File: src/rtl/seq_pkg.sv
// seq_pkg: shared definitions for the LED sequencer.
//   Instruction layout: opcode = [3:0], operand = [7:4].
//   Opcodes 0x6..0xF are undefined; they run as NOP and pulse the illegal flag.
package seq_pkg;

    localparam int unsigned OPCODE_W  = 4;
    localparam int unsigned INSTR_W   = 8;
    localparam int unsigned OPERAND_W = INSTR_W - OPCODE_W;

    localparam logic [OPCODE_W-1:0] OP_NOP    = 4'h0;
    localparam logic [OPCODE_W-1:0] OP_WAIT   = 4'h1;
    localparam logic [OPCODE_W-1:0] OP_OFF    = 4'h2;
    localparam logic [OPCODE_W-1:0] OP_ON     = 4'h3;
    localparam logic [OPCODE_W-1:0] OP_TOGGLE = 4'h4;
    localparam logic [OPCODE_W-1:0] OP_HALT   = 4'h5;

    typedef enum logic [2:0] {
        ST_IDLE  = 3'd0,
        ST_FETCH = 3'd1,
        ST_EXEC  = 3'd2,
        ST_WAIT  = 3'd3,
        ST_HALT  = 3'd4
    } state_t;

endpackage : seq_pkg

File: src/rtl/seq_prescaler.sv
// seq_prescaler: free-running tick-enable generator for WAIT timing.
//   CLK     system clock
//   RST     asynchronous active-high reset
//   clr     synchronous clear (wins over en)
//   en      count enable
//   tick_c  high while enabled and the counter is all ones (combinational)
module seq_prescaler #(
    parameter int unsigned PRESCALE_BITS = 24
) (
    input  logic CLK,
    input  logic RST,
    input  logic clr,
    input  logic en,
    output logic tick_c
);

    logic [PRESCALE_BITS-1:0] cnt;

    // Counter: wraps naturally, so a tick occurs once every 2^PRESCALE_BITS enabled cycles
    always_ff @(posedge CLK or posedge RST) begin
        if (RST) begin
            cnt <= '0;
        end else if (clr) begin
            cnt <= '0;
        end else if (en) begin
            cnt <= cnt + PRESCALE_BITS'(1);
        end
    end

    assign tick_c = en & (&cnt);

endmodule : seq_prescaler

File: src/rtl/led_sequencer.sv
// led_sequencer: steps a packed program of 8-bit instructions to drive the board LED.
//   CLK      system clock (16 MHz)
//   RST      asynchronous active-high reset
//   run      level; 1 executes the program, 0 returns to IDLE (also releases HALT)
//   prog     instruction slots, slot i = prog[8i+7:8i], slot 0 first
//   led      LED drive
//   pc       index of the current slot
//   busy     high in FETCH/EXEC/WAIT
//   halted   high in HALT
//   illegal  one-cycle pulse when an undefined opcode executes
// Build option: define SEQ_LOOP_EN to wrap from the last slot back to slot 0
// instead of halting.
module led_sequencer
    import seq_pkg::*;
#(
    parameter  int unsigned PROGRAM_LEN   = 4,
    parameter  int unsigned PRESCALE_BITS = 24,
    localparam int unsigned PC_W          = (PROGRAM_LEN > 1) ? $clog2(PROGRAM_LEN) : 1
) (
    input  logic                         CLK,
    input  logic                         RST,
    input  logic                         run,
    input  logic [INSTR_W*PROGRAM_LEN-1:0] prog,
    output logic                         led,
    output logic [PC_W-1:0]              pc,
    output logic                         busy,
    output logic                         halted,
    output logic                         illegal
);

    state_t                 state;
    logic [INSTR_W-1:0]     ir;
    logic [OPERAND_W-1:0]   wait_cnt;

    logic [INSTR_W-1:0]     slot_c;
    logic [OPCODE_W-1:0]    op_c;
    logic [OPERAND_W-1:0]   operand_c;
    logic                   tick_c;
    logic                   ps_clr_c;
    logic                   ps_en_c;
    logic                   adv_c;
    logic                   last_slot_c;

    // Instruction fields and slot selection
    always_comb begin
        slot_c    = prog[INSTR_W*32'(pc) +: INSTR_W];
        op_c      = ir[OPCODE_W-1:0];
        operand_c = ir[INSTR_W-1:OPCODE_W];
    end

    // Prescaler control: cleared on WAIT entry and on leaving for IDLE
    always_comb begin
        ps_clr_c = 1'b0;
        ps_en_c  = 1'b0;
        if (state != ST_IDLE && !run) begin
            ps_clr_c = 1'b1;
        end else if (state == ST_EXEC && op_c == OP_WAIT) begin
            ps_clr_c = 1'b1;
        end
        if (state == ST_WAIT) begin
            ps_en_c = 1'b1;
        end
    end

    seq_prescaler #(
        .PRESCALE_BITS (PRESCALE_BITS)
    ) u_prescaler (
        .CLK    (CLK),
        .RST    (RST),
        .clr    (ps_clr_c),
        .en     (ps_en_c),
        .tick_c (tick_c)
    );

    // Advance request: a finished non-WAIT/non-HALT EXEC, or the final WAIT tick
    always_comb begin
        adv_c       = 1'b0;
        last_slot_c = (pc == PC_W'(PROGRAM_LEN - 1));
        if (state == ST_EXEC && op_c != OP_WAIT && op_c != OP_HALT) begin
            adv_c = 1'b1;
        end else if (state == ST_WAIT && tick_c && wait_cnt == '0) begin
            adv_c = 1'b1;
        end
    end

    // Sequencer FSM with registered outputs
    always_ff @(posedge CLK or posedge RST) begin
        if (RST) begin
            state    <= ST_IDLE;
            ir       <= '0;
            wait_cnt <= '0;
            led      <= 1'b0;
            pc       <= '0;
            busy     <= 1'b0;
            halted   <= 1'b0;
            illegal  <= 1'b0;
        end else begin
            illegal <= 1'b0;
            if (state != ST_IDLE && !run) begin
                state  <= ST_IDLE;
                pc     <= '0;
                busy   <= 1'b0;
                halted <= 1'b0;
            end else begin
                case (state)
                    ST_IDLE: begin
                        pc <= '0;
                        if (run) begin
                            state <= ST_FETCH;
                            busy  <= 1'b1;
                        end
                    end
                    ST_FETCH: begin
                        ir    <= slot_c;
                        state <= ST_EXEC;
                    end
                    ST_EXEC: begin
                        case (op_c)
                            OP_OFF:    led <= 1'b0;
                            OP_ON:     led <= 1'b1;
                            OP_TOGGLE: led <= ~led;
                            OP_WAIT: begin
                                wait_cnt <= operand_c;
                                state    <= ST_WAIT;
                            end
                            OP_HALT: begin
                                state  <= ST_HALT;
                                busy   <= 1'b0;
                                halted <= 1'b1;
                            end
                            default: begin
                                if (op_c > OP_HALT) begin
                                    illegal <= 1'b1;
                                end
                            end
                        endcase
                    end
                    ST_WAIT: begin
                        if (tick_c && wait_cnt != '0) begin
                            wait_cnt <= wait_cnt - OPERAND_W'(1);
                        end
                    end
                    ST_HALT: begin
                        state <= ST_HALT;
                    end
                    default: begin
                        state <= ST_IDLE;
                    end
                endcase

                if (adv_c) begin
                    if (!last_slot_c) begin
                        pc    <= pc + PC_W'(1);
                        state <= ST_FETCH;
                    end else begin
`ifdef SEQ_LOOP_EN
                        pc    <= '0;
                        state <= ST_FETCH;
`else
                        state  <= ST_HALT;
                        busy   <= 1'b0;
                        halted <= 1'b1;
`endif
                    end
                end
            end
        end
    end

endmodule : led_sequencer

File: config.mk
export PLATFORM = sky130hd
export DESIGN_NAME = led_sequencer
export DESIGN_NICKNAME = d
export VERILOG_FILES = /design/src/rtl/seq_pkg.sv /design/src/rtl/seq_prescaler.sv /design/src/rtl/led_sequencer.sv
export SDC_FILE = /design/constraint.sdc
export NUM_CORES = 1
export LEC_CHECK = 0
export BUFFER_PORTS_ARGS = -buffer_cell sky130_fd_sc_hd__buf_4
export CAP_MARGIN = 20
export CORE_ASPECT_RATIO = 2
export CORE_MARGIN = 1.5
export CORE_UTILIZATION = 35
export DETAILED_ROUTE_END_ITERATION = 8
export PLACE_DENSITY = 0.53
export SYNTH_ARGS = -nofsm -noshare
export SYNTH_HDL_FRONTEND = slang
export SYNTH_SLANG_ARGS = --single-unit
File: constraint.sdc
create_clock -name CLK -period 2.4 [get_ports CLK]
set_input_delay 0.6 -clock CLK [delete_from_list [all_inputs] [get_ports CLK]]
set_output_delay 0.6 -clock CLK [all_outputs]
set_load 0.01 [all_outputs]
Word-level counts from Yosys, hierarchy flattened
Cells that the tools add are included.

Bits in registers: 45. Input port bits: 35.

Multiplexer cells: 36. Add/sub/neg operators: 3. Equal/unequal tests: 17. Order comparisons: 1. Bitwise gates (word level): 3. Reductions and logical operators: 21. Shifts and indexed selects: 1.

Operators by type and width (number): 24-bit two-way mux (2); 32-bit by 6-bit variable part select with 8-bit output (1); 24-bit by 1-bit adder with 24-bit output, second input constant (1); 24-bit AND reduction (1); 1-bit two-way mux (19); 3-bit one-hot mux with 5 select lines (1); 3-bit two-way mux (4); 4-bit by 2-bit equality test with 1-bit output, second input constant (2); 4-bit by 3-bit equality test with 1-bit output, second input constant (2); 2-bit two-way mux (4); 4-bit two-way mux (2); 4-bit one-hot mux with 2 select lines (1); 1-bit logical AND (7); 3-bit by 2-bit equality test with 1-bit output, second input constant (2); 3-bit one-hot mux with 2 select lines (1); 3-bit AND reduction (2); 3-bit nonzero test (2); 5-bit by 3-bit inequality test with 1-bit output, second input constant (1); 5-bit OR reduction (1); 4-bit by 1-bit equality test with 1-bit output, second input constant (1); 4-bit by 3-bit greater-than comparator with 1-bit output, second input constant (1); 4-bit zero test (1); 4-bit by 1-bit inequality test with 1-bit output, second input constant (1); 4-bit by 3-bit inequality test with 1-bit output, second input constant (1); other kinds (19) (21).

Depth between registers and ports, before layout
Gate-level depths: netlist (run 1).

Depth in word-level cells: 9. Mapped depth: 7. Gate-level depth less buffers: 6.

By module
From an unflattened synthesis (run 1), not the netlist that was laid out.

Cell total of the unflattened synthesis: 256. Area, all modules: 2635.0 um2.

Modules (own cells, without submodules): led_sequencer (cells an instance 119, area each 1345.0 um2, seq. area each 525.5 um2, times used 1); seq_prescaler (cells an instance 137, area each 1290.0 um2, seq. area each 600.6 um2, times used 1).

Worst setup path before layout (run 1)
No wires, ideal clock.

Path type: flip-flop to flip-flop. Start point: register u_prescaler.cnt[0]. End point: register wait_cnt[0]. Buffers on the path: 0. Clock period less this slack: 1.914 ns. Stages on the path, launching flop included: 7. Data arrival time: 1.819 ns. Setup time: 0.095 ns. Slack: 0.486 ns. Required time: 2.305 ns. Cell sequence: dfrtp_1 -> ha_1 -> and4_1 -> nand2_1 -> or4_4 -> o21a_1 -> o31ai_1.

Longest elaborated chain between the ends: 5.

Ends and longest elaborated chain: start: declaration (RTL line seq_prescaler.sv:17) `logic [PRESCALE_BITS-1:0] cnt;`; start signal: assignment (RTL line seq_prescaler.sv:26) `cnt <= cnt + PRESCALE_BITS'(1);`; 24-bit AND reduction (RTL line seq_prescaler.sv:30) `assign tick_c = en & (&cnt);`; 1-bit AND (RTL line seq_prescaler.sv:30); 1-bit logical AND (RTL line led_sequencer.sv:139) `if (tick_c && wait_cnt != '0) begin`; 2-bit by 1-bit inequality test with 1-bit output (no source line); 4-bit AND reduction (no source line); end signal: assignment (RTL line led_sequencer.sv:123) `wait_cnt <= operand_c;`; end signal: assignment (RTL line led_sequencer.sv:140) `wait_cnt <= wait_cnt - OPERAND_W'(1);`; end: declaration (RTL line led_sequencer.sv:33) `logic [OPERAND_W-1:0] wait_cnt;`.

No other way between the ends. A chain may end at the register's enable or synchronous reset.

Worst setup path in the final report (run 1)
Same ends and word-level chain as after synthesis.

==> impl_metrics.py, run 1 <==
metrics = {
    "yosys": {
        "synth.net_count": 296,
        "ys_top_cells_by_area": "dfrtp_1 43%, mux4_2 6.9%, xnor2_1 5.1%",
        "postSynthCellCount": 257,
        "ys_seq_area_share_pct": 43.3,
        "ys_ff_latch": 45,
        "yosysWarnings": 0,
        "avgSynthCellArea_sq_um": 10.1,
        "synth_commonest_cells": "45 x dfrtp_1, 30 x nor2_1, 19 x nand2_1, 15 x xnor2_1, 13 x nor3_1",
        "synth-edff-count": 0,
        "yosys.cell_types.count": 49,
        "netlist.area_leader.share_pct": 43.3,
        "synth.most_common_cell": "dfrtp_1",
        "async_reset_ff_share_pct": 100,
        "synth_area_leader_cell": "dfrtp_1",
        "ys.flop_type": "dfrtp_1",
        "synthesis.area_sq_mm": 0.00260,
    },
    "clocking": {
        "post_cts_resized": 0,
        "cts_tree": "built",
        "hold_buffers": 0,
        "post_cts_buffers": 0,
        "cts_max_level": 2,
        "cts_buffers": 5,
        "cts_max_path_buffers": 2,
        "clk_pin_slew_worst_paths_ns": 0.06,
        "clock_latency_ns": 0.29,
        "clock-root-buffer": "clkbuf_16",
        "cts.sinks": 45,
    },
    "die": {
        "start_util_pct": 36.1,
        "die_x_microns": 64.0,
        "rows": 44,
        "die_h_microns": 125,
        "core_sq_mm": 0.00721,
        "dieArea_sq_mm": 0.00799,
        "ios": 41,
    },
    "finish": {
        "final_nets": 341,
        "fillers": 696,
        "n_antenna_cell": 0,
        "area_growth_pct": 22.7,
        "multiInputGateArea_sq_mm": 0.00140,
        "drive_gt1_share_pct": 26.2,
        "final-seq-area_sq_mm": 0.00113,
    },
    "pwr": {
        "p_int_mw": 1.75,
        "switchingPower_mw": 0.868,
        "p_total_mw": 2.61,
        "power.density_mw_per_mm2": 819,
        "leakage_nw": 1.39,
        "clkPwrFrac_pct": 26.2,
        "seq_power_share_pct": 41.2,
        "ir_worst_vdd_mv": 0.442,
        "switching_share_pct": 33.2,
        "comb_power_share_pct": 32.6,
    },
    "worst_setup_path": {
        "worstSetupPathType": "reg2reg",
        "cp-start-kind": "flop",
        "cp-end-kind": "flop",
        "slowest_stage": "or4_4",
        "cp.arrival_ns": 2.38,
        "crit_chain": "ha_1, and4_1, nand2_1, or4_4, o21a_1, o31ai_1",
        "required_ns": 2.59,
        "cp_max_fo": 8,
        "worst_path_largest_cell_delay_ns": 0.58,
    },
    "route": {
        "wl_met1_microns": 2230,
        "routed_wl_microns": 5930,
        "drt_iter0_drc": 85,
        "firstDrtPassIters": 4,
        "vias_per_cell": 5.30,
        "dr.max_layer_used": "met4",
        "wl_met2_microns": 3380,
        "ant_nets": 0,
        "wl_met3_microns": 172,
        "wire_per_inst_microns": 15.0,
        "drc_errors": 0,
        "vias": 2089,
    },
    "global_route": {
        "gr-total-overflow": 0,
        "grt_pass1_wl_microns": 10300,
        "grt_use_total_pct": 16.4,
        "grt_pass1_vias": 2110,
        "grt_max_degree": 46,
        "antenna_found_initial": 0,
    },
    "placed_design": {
        "hpwl_microns": 4380,
        "preCtsSetupSlack_ns": 0.194,
        "io_buffers": 40,
        "gp_congestion": 0.831,
    },
    "timing": {
        "hold_viol_final": 0,
        "drv_slew": 0,
        "clock_skew_ns": 0.00311,
        "worstMarginPinSlew_ns": 0.636,
        "min_period_ns": 2.19,
        "setup_viol": 0,
        "finalCritPeriodShare_pct": 91.1,
        "postLayoutSetupSlackWorst_ns": 0.215,
        "maxSlewHeadroom_pct": 57.6,
        "tns_ns": 0,
        "max_freq_mhz": 458,
        "rsz0062_at_grt": "no",
    },
    "run": {
        "cap_violations": 0,
    },
    "worst_hold_path": {
        "holdCritPathClass": "in2async",
    },
    "status": {
        "status": "completed",
    },
}
[sequential cells by signal (all words and copies together), names as in the netlist, 2 cells and up]
signal and cells:
u_prescaler.cnt 24, ir 8, wait_cnt 4, state 3
pc 2
[critical path, delay by kind of cell (launching register included)]
kind                       cells  cell delay [ns]
DFF                            1             0.39
and+or+nand+nor                3             0.99
adders and majority gates      1             0.20
AOI/OAI and AO/OA              2             0.51
[per-stage QoR]
| stage | instances | area, sq um | hold WS [ns] | utilization, % |
|---|---|---|---|---|
| after floorplan | 257 | 2600 | 0.475 | - |
| after global placement | 387 | 3050 | 0.495 | 42.3 |
| after detailed placement | 387 | 3050 | 0.499 | 42.3 |
| after CTS | 394 | 3190 | 0.489 | 44.3 |
| after global routing | 394 | 3190 | 0.520 | 44.3 |
| final | 394 | 3190 | 0.463 | 44.3 |
[power by group through the flow]
stage | Sequential [mW] | Clock [mW] | Combinational [mW]
2_1_floorplan | 1.02 | 0 | 0.624
3_3_place_gp | 1.09 | 0 | 0.863
3_5_place_dp | 1.09 | 0 | 0.864
4_1_cts | 1.08 | 0.711 | 0.867
5_1_grt | 1.11 | 0.736 | 0.952
6_report | 1.08 | 0.684 | 0.853
[cells in the final DEF, fill, tap and decap left out, types with 5 or more instances in the layout]
cell type  synthesis  routed
nand4_1            5       5
nor2_1            30      30
xor2_1             5       5
xnor2_1           15      15
and4_1             5       5
dfrtp_1           45      45
clkbuf_16          0       5
a21oi_1            9       9
mux4_2             8       8
buf_4              0      51
nand3_1            8       8
inv_1              7       6
nor3b_1            5       5
nand2_1           19      19
mux2_2             9       9
nor3_1            13      13
[cell families after synthesis]
group	Yosys count	synth area share (%)
and+or+nand+nor	116	25.2
DFF	45	43.3
muxes	18	11.2
buffers and inverters	20	2.93
adders and majority gates	4	1.92
xor gates and xnor gates	20	6.73
AOI/OAI and AO/OA	34	8.75
[final cells by class]
type / count / area share (%)
clock buffers: 7 / 4.47
inverters: 7 / 0.823
multi-input cells: 192 / 43.8
flip-flops and latches: 45 / 35.3
well taps: 92 / 3.61
repair buffers: 51 / 12.0
[routing by layer]
layer	track usage [%]	vias to the layer above
met2	29.9	48
met4	7.42	0
met5	0	-
met1	18.0	1009
met3	2.80	8
li1	-	1024
[final timing paths]
| path | cells after the start | slack, ns | to | from |
|---|---|---|---|---|
| worst max-delay path | 6 | 0.21 | wait_cnt[0]$_DFFE_PP0P_ | u_prescaler.cnt[0]$_DFFE_PP0P_ |
| worst min-delay path | 3 | 0.46 | u_prescaler.cnt[20]$_DFFE_PP0P_ | RST |
| worst max register to register | 6 | 0.21 | wait_cnt[0]$_DFFE_PP0P_ | u_prescaler.cnt[0]$_DFFE_PP0P_ |
| worst min register to register | 1 | 0.51 | ir[6]$_DFFE_PP0P_ | ir[6]$_DFFE_PP0P_ |
| max in group asynchronous | 3 | 1.53 | wait_cnt[3]$_DFFE_PP0P_ | RST |
| min in group CLK | 1 | 0.51 | ir[6]$_DFFE_PP0P_ | ir[6]$_DFFE_PP0P_ |
Note: power is estimated with default switching activity, not from simulation.
==> run 2, diff against run 1 <==
--- a/config.mk
+++ b/config.mk
@@ -8,7 +8,7 @@
 export BUFFER_PORTS_ARGS = -buffer_cell sky130_fd_sc_hd__buf_4
 export CAP_MARGIN = 20
 export CORE_ASPECT_RATIO = 2
-export CORE_MARGIN = 1.5
+export CORE_MARGIN = 2
 export CORE_UTILIZATION = 35
 export DETAILED_ROUTE_END_ITERATION = 8
 export PLACE_DENSITY = 0.53
==> constraint.sdc (replaced) <==
create_clock -name CLK -period 2.2 [get_ports CLK]
set_input_delay 0.55 -clock CLK [delete_from_list [all_inputs] [get_ports CLK]]
set_output_delay 0.55 -clock CLK [all_outputs]
set_load 0.01 [all_outputs]
==> impl_metrics.py, run 2 (same netlist as run 1, synthesis figures left out) <==
metrics = {
    "status": {
        "status": "completed",
    },
    "worst_setup_path": {
        "worstSetupPathType": "reg2reg",
        "rrSetupSlack_ns": 0.13,
        "cp-start-kind": "flop",
        "worst_path_largest_cell_delay_ns": 0.56,
        "cp-end-kind": "flop",
        "reg2reg_depth": 6,
        "rr_startpoint": "u_prescaler.cnt[0]$_DFFE_PP0P_",
        "cp.arrival_ns": 2.27,
        "cp_max_fo": 5,
        "required_ns": 2.40,
        "crit_chain": "ha_1, and4_1, nand2_1, or4_4, o21a_1, o31ai_1",
        "slowest_stage": "or4_4",
        "worstReg2RegEnd": "wait_cnt[0]$_DFFE_PP0P_",
    },
    "timing": {
        "maxSlewHeadroom_pct": 56.4,
        "tns_ns": 0,
        "setup_viol": 0,
        "drv_slew": 0,
        "hold_viol_final": 0,
        "finalCritPeriodShare_pct": 94.0,
        "postLayoutSetupSlackWorst_ns": 0.133,
        "rsz0062_at_grt": "no",
        "clock_skew_ns": 0.00538,
        "min_period_ns": 2.07,
        "max_freq_mhz": 484,
        "worstMarginPinSlew_ns": 0.655,
    },
    "clocking": {
        "clk_pin_slew_worst_paths_ns": 0.07,
        "post_cts_resized": 0,
        "cts_max_level": 2,
        "clock_latency_ns": 0.29,
        "cts_max_path_buffers": 2,
        "clock-root-buffer": "clkbuf_16",
        "cts_tree": "built",
        "cts.sinks": 45,
        "cts_buffers": 5,
    },
    "route": {
        "drt_iter0_drc": 71,
        "vias_per_cell": 5.30,
        "firstDrtPassIters": 4,
        "vias": 2132,
        "wire_per_inst_microns": 15.3,
        "routed_wl_microns": 6150,
        "ant_nets": 0,
        "drc_errors": 0,
    },
    "pwr": {
        "p_int_mw": 2.04,
        "p_total_mw": 3.05,
        "comb_power_share_pct": 33.4,
        "switching_share_pct": 33.0,
        "ir_worst_vdd_mv": 0.707,
        "switchingPower_mw": 1.01,
        "leakage_nw": 1.44,
        "seq_power_share_pct": 38.0,
        "power.density_mw_per_mm2": 928,
        "clkPwrFrac_pct": 28.7,
    },
    "global_route": {
        "grt_max_degree": 40,
        "grt_pass1_vias": 2268,
        "grt_use_total_pct": 16.8,
        "antenna_found_initial": 0,
        "grt_pass1_wl_microns": 10500,
        "gr-total-overflow": 0,
    },
    "die": {
        "start_util_pct": 36.1,
        "dieArea_sq_mm": 0.00818,
        "core_sq_mm": 0.00721,
        "die_h_microns": 126,
        "rows": 44,
        "ios": 41,
        "die_x_microns": 65.0,
    },
    "finish": {
        "n_antenna_cell": 0,
        "area_growth_pct": 26.3,
        "fillers": 710,
        "layout_commonest_cell": "buf_4",
        "largest_register": "u_prescaler.cnt",
        "top_regs": "u_prescaler.cnt: 24 flops, ir: 8 flops, wait_cnt: 4 flops",
        "multiInputGateArea_sq_mm": 0.00140,
        "drive_gt1_share_pct": 28.1,
        "layout_common_cells": "57 x buf_4, 45 x dfrtp_1, 30 x nor2_1",
        "final_nets": 348,
        "largest_register_ffs": 24,
        "final-seq-area_sq_mm": 0.00113,
    },
    "placed_design": {
        "gp_congestion": 0.839,
        "hpwl_microns": 4700,
        "preCtsSetupSlack_ns": 0.132,
        "io_buffers": 40,
    },
    "run": {
        "cap_violations": 0,
    },
    "worst_hold_path": {
        "holdCritPathClass": "in2async",
    },
}
[run 2: cell types whose count changed in the layout (fill, tap and decap cells not counted), sizes merged]
| cell | delta |
|---|---|
| clkbuf | -2 |
| bufinv | +1 |
| inv | -1 |
| clkinv | +2 |
| buf | +7 |
| clkinvlp | +1 |
[run 2: metal layers]
metal	vias to the layer above	GRT usage (%)	wire length (microns)
li1	1042	-	-
met2	51	32.0	3530
met5	-	0	0
met3	12	2.95	180
met4	0	7.63	154
met1	1027	17.0	2280
[run 2: power groups by stage]
| stage | sequential, mW | clock [mW] | combinational, mW |
|---|---|---|---|
| 2_1_floorplan | 1.11 | 0 | 0.681 |
| 3_3_place_gp | 1.17 | 0 | 1.01 |
| 3_5_place_dp | 1.18 | 0 | 1.02 |
| 4_1_cts | 1.16 | 0.902 | 1.02 |
| 5_1_grt | 1.19 | 0.948 | 1.14 |
| 6_report | 1.16 | 0.874 | 1.02 |
[run 2: worst max path at each step]
stage | cells past startpoint | slack (ns) | endpoint | start
floorplan | 6 | 0.29 | wait_cnt[0]$_DFFE_PP0P_ | u_prescaler.cnt[0]$_DFFE_PP0P_
global placement | 6 | 0.20 | wait_cnt[0]$_DFFE_PP0P_ | u_prescaler.cnt[0]$_DFFE_PP0P_
detailed placement | 6 | 0.13 | wait_cnt[0]$_DFFE_PP0P_ | u_prescaler.cnt[0]$_DFFE_PP0P_
CTS | 6 | 0.12 | wait_cnt[0]$_DFFE_PP0P_ | u_prescaler.cnt[0]$_DFFE_PP0P_
global route | 6 | 0.0005 | wait_cnt[0]$_DFFE_PP0P_ | u_prescaler.cnt[1]$_DFFE_PP0P_
finish | 6 | 0.13 | wait_cnt[0]$_DFFE_PP0P_ | u_prescaler.cnt[0]$_DFFE_PP0P_
[run 2: cell type report]
| class | count | share of cell area (%) |
|---|---|---|
| inverter | 7 | 0.800 |
| timing repair buffer | 58 | 13.6 |
| sequential | 45 | 34.3 |
| clock inverter | 3 | 1.41 |
| tap | 92 | 3.50 |
| clock buffer | 5 | 3.81 |
| multi-input combinational | 192 | 42.6 |
[run 2: what timing repair did]
item                       in CTS  in global routing
hold buffers                    0                  0
setup buffers                   0                  1
setup endpoints to repair       0                  1
[run 2: metrics by stage]
| stage | utilization (%) | std cells | hold WS, ns | area (sq um) |
|---|---|---|---|---|
| floorplan | - | 257 | 0.475 | 2600 |
| global placement | 43.1 | 393 | 0.474 | 3110 |
| detailed placement | 43.1 | 393 | 0.477 | 3110 |
| CTS | 45.5 | 401 | 0.164 | 3280 |
| global route | 45.6 | 402 | 0.186 | 3290 |
| finish | 45.6 | 402 | 0.164 | 3290 |
[run 2: critical path, delay by kind of cell, from the launching register on]
kind	cells	cell delay, ns
DFF	1	0.39
and+or+nand+nor	3	0.90
AOI/OAI and AO/OA	2	0.48
adders and majority gates	1	0.20
==> run 3, diff against run 2 <==
==> constraint.sdc (replaced) <==
create_clock -name CLK -period 2.4 [get_ports CLK]
set_input_delay 0.48 -clock CLK [delete_from_list [all_inputs] [get_ports CLK]]
set_output_delay 0.48 -clock CLK [all_outputs]
set_load 0.01 [all_outputs]
==> impl_metrics.py, run 3 (same netlist as run 1, synthesis figures left out) <==
metrics = {
    "finish": {
        "fillers": 689,
        "largest_register_ffs": 24,
        "fin_cells": 394,
        "area_growth_pct": 22.3,
        "n_antenna_cell": 0,
        "drive_gt1_share_pct": 25.8,
        "layout_common_cells": "50 x buf_4, 45 x dfrtp_1, 30 x nor2_1",
        "top_regs": "u_prescaler.cnt: 24 flops, ir: 8 flops, wait_cnt: 4 flops",
        "layout_commonest_cell": "buf_4",
        "largest_register": "u_prescaler.cnt",
        "final-seq-area_sq_mm": 0.00113,
        "multiInputGateArea_sq_mm": 0.00140,
        "final_nets": 340,
    },
    "timing": {
        "rsz0062_at_grt": "no",
        "drv_slew": 0,
        "clock_skew_ns": 0.00514,
        "worstMarginPinSlew_ns": 0.657,
        "tns_ns": 0,
        "maxSlewHeadroom_pct": 56.1,
        "min_period_ns": 2.14,
        "postLayoutSetupSlackWorst_ns": 0.262,
        "hold_viol_final": 0,
        "setup_viol": 0,
        "hold_ws_ns": 0.0555,
        "max_freq_mhz": 468,
        "finalCritPeriodShare_pct": 89.1,
    },
    "placed_design": {
        "hpwl_microns": 4420,
        "gp_congestion": 0.783,
        "io_buffers": 40,
        "place_inst": 386,
        "preCtsSetupSlack_ns": 0.242,
    },
    "pwr": {
        "comb_power_share_pct": 32.4,
        "seq_power_share_pct": 41.4,
        "switchingPower_mw": 0.884,
        "ir_worst_vdd_mv": 0.394,
        "clkPwrFrac_pct": 26.2,
        "leakage_nw": 1.38,
        "switching_share_pct": 34.0,
        "power.density_mw_per_mm2": 816,
        "p_int_mw": 1.71,
    },
    "clocking": {
        "cts_max_level": 2,
        "hold_buffers": 0,
        "cts.sinks": 45,
        "clock-root-buffer": "clkbuf_16",
        "clock_latency_ns": 0.29,
        "cts_buffers": 5,
        "post_cts_resized": 0,
        "post_cts_buffers": 0,
        "clk_pin_slew_worst_paths_ns": 0.06,
        "cts_max_path_buffers": 2,
        "cts_tree": "built",
    },
    "die": {
        "start_util_pct": 36.1,
        "dieArea_sq_mm": 0.00818,
        "rows": 44,
        "ios": 41,
        "core_sq_mm": 0.00721,
        "die_x_microns": 65.0,
        "die_h_microns": 126,
    },
    "route": {
        "routed_wl_microns": 5940,
        "drc_errors": 0,
        "ant_nets": 0,
        "vias": 2074,
        "vias_per_cell": 5.26,
        "wire_per_inst_microns": 15.1,
        "firstDrtPassIters": 4,
        "drt_iter0_drc": 109,
    },
    "worst_setup_path": {
        "cp_max_fo": 8,
        "reg2reg_depth": 6,
        "cp-start-kind": "flop",
        "rrSetupSlack_ns": 0.26,
        "cp-end-kind": "flop",
        "rr_startpoint": "u_prescaler.cnt[0]$_DFFE_PP0P_",
        "worst_path_largest_cell_delay_ns": 0.58,
        "worstReg2RegEnd": "wait_cnt[0]$_DFFE_PP0P_",
        "slowest_stage": "or4_4",
        "crit_chain": "ha_1, and4_1, nand2_1, or4_4, o21a_1, o31ai_1",
        "worstSetupPathType": "reg2reg",
        "required_ns": 2.60,
        "cp.arrival_ns": 2.34,
    },
    "global_route": {
        "grt_pass1_vias": 2166,
        "gr-total-overflow": 0,
        "grt_pass1_wl_microns": 10200,
        "antenna_found_initial": 0,
        "grt_use_total_pct": 16.2,
        "grt_max_degree": 42,
    },
    "worst_hold_path": {
        "holdCritPathClass": "in2async",
    },
    "status": {
        "status": "completed",
    },
    "run": {
        "cap_violations": 0,
    },
}
run 3: cell types whose count changed in the layout (fill, tap and decap cells not counted), sizes merged:
cell and change:
clkinv +1, buf -8, clkbuf +1, clkinvlp -1
bufinv -1
run 3: how the worst max path moves through the flow:
stage | endpoint | startpoint | cells past startpoint
2_1_floorplan | wait_cnt[0]$_DFFE_PP0P_ | u_prescaler.cnt[0]$_DFFE_PP0P_ | 6
3_3_place_gp | wait_cnt[0]$_DFFE_PP0P_ | u_prescaler.cnt[0]$_DFFE_PP0P_ | 6
3_5_place_dp | wait_cnt[0]$_DFFE_PP0P_ | u_prescaler.cnt[0]$_DFFE_PP0P_ | 6
4_1_cts | wait_cnt[0]$_DFFE_PP0P_ | u_prescaler.cnt[0]$_DFFE_PP0P_ | 6
5_1_grt | wait_cnt[0]$_DFFE_PP0P_ | u_prescaler.cnt[0]$_DFFE_PP0P_ | 6
6_report | wait_cnt[0]$_DFFE_PP0P_ | u_prescaler.cnt[0]$_DFFE_PP0P_ | 6
run 3: per-layer routing:
layer	share of wire [%]	global-route usage, %	vias to the layer above
li1	-	-	1023
met1	37	17.0	990
met2	57	30.7	54
met3	3.7	3.21	7
met4	1.6	5.63	0
met5	0	0	-
run 3: per-stage QoR:
| stage | util, % | power (mW) | cell area (sq um) |
|---|---|---|---|
| 5_1_grt | 44.1 | 2.77 | 3180 |
| 2_1_floorplan | - | 1.64 | 2600 |
| 3_3_place_gp | 42.2 | 1.94 | 3040 |
| 4_1_cts | 44.1 | 2.63 | 3180 |
| 6_report | 44.1 | 2.59 | 3180 |
| 3_5_place_dp | 42.2 | 1.94 | 3040 |
run 3: power groups by stage:
stage,clock (mW),sequential (mW),combinational [mW]
global placement,0,1.08,0.853
floorplan,0,1.02,0.624
CTS,0.696,1.08,0.855
finish,0.679,1.08,0.840
detailed placement,0,1.09,0.853
global route,0.723,1.10,0.944
run 3: cell type report:
type	count	area share [%]
inverter	7	0.826
timing repair buffer	50	11.8
sequential	45	35.4
multi-input combinational	192	44.0
tap	92	3.62
clock inverter	2	0.315
clock buffer	6	4.05
run 3: critical path, delay by kind of cell (launching register included):
family,cells,cell delay (ns)
adders and majority gates,1,0.20
and+or+nand+nor,3,0.96
DFF,1,0.40
AOI/OAI and AO/OA,2,0.48
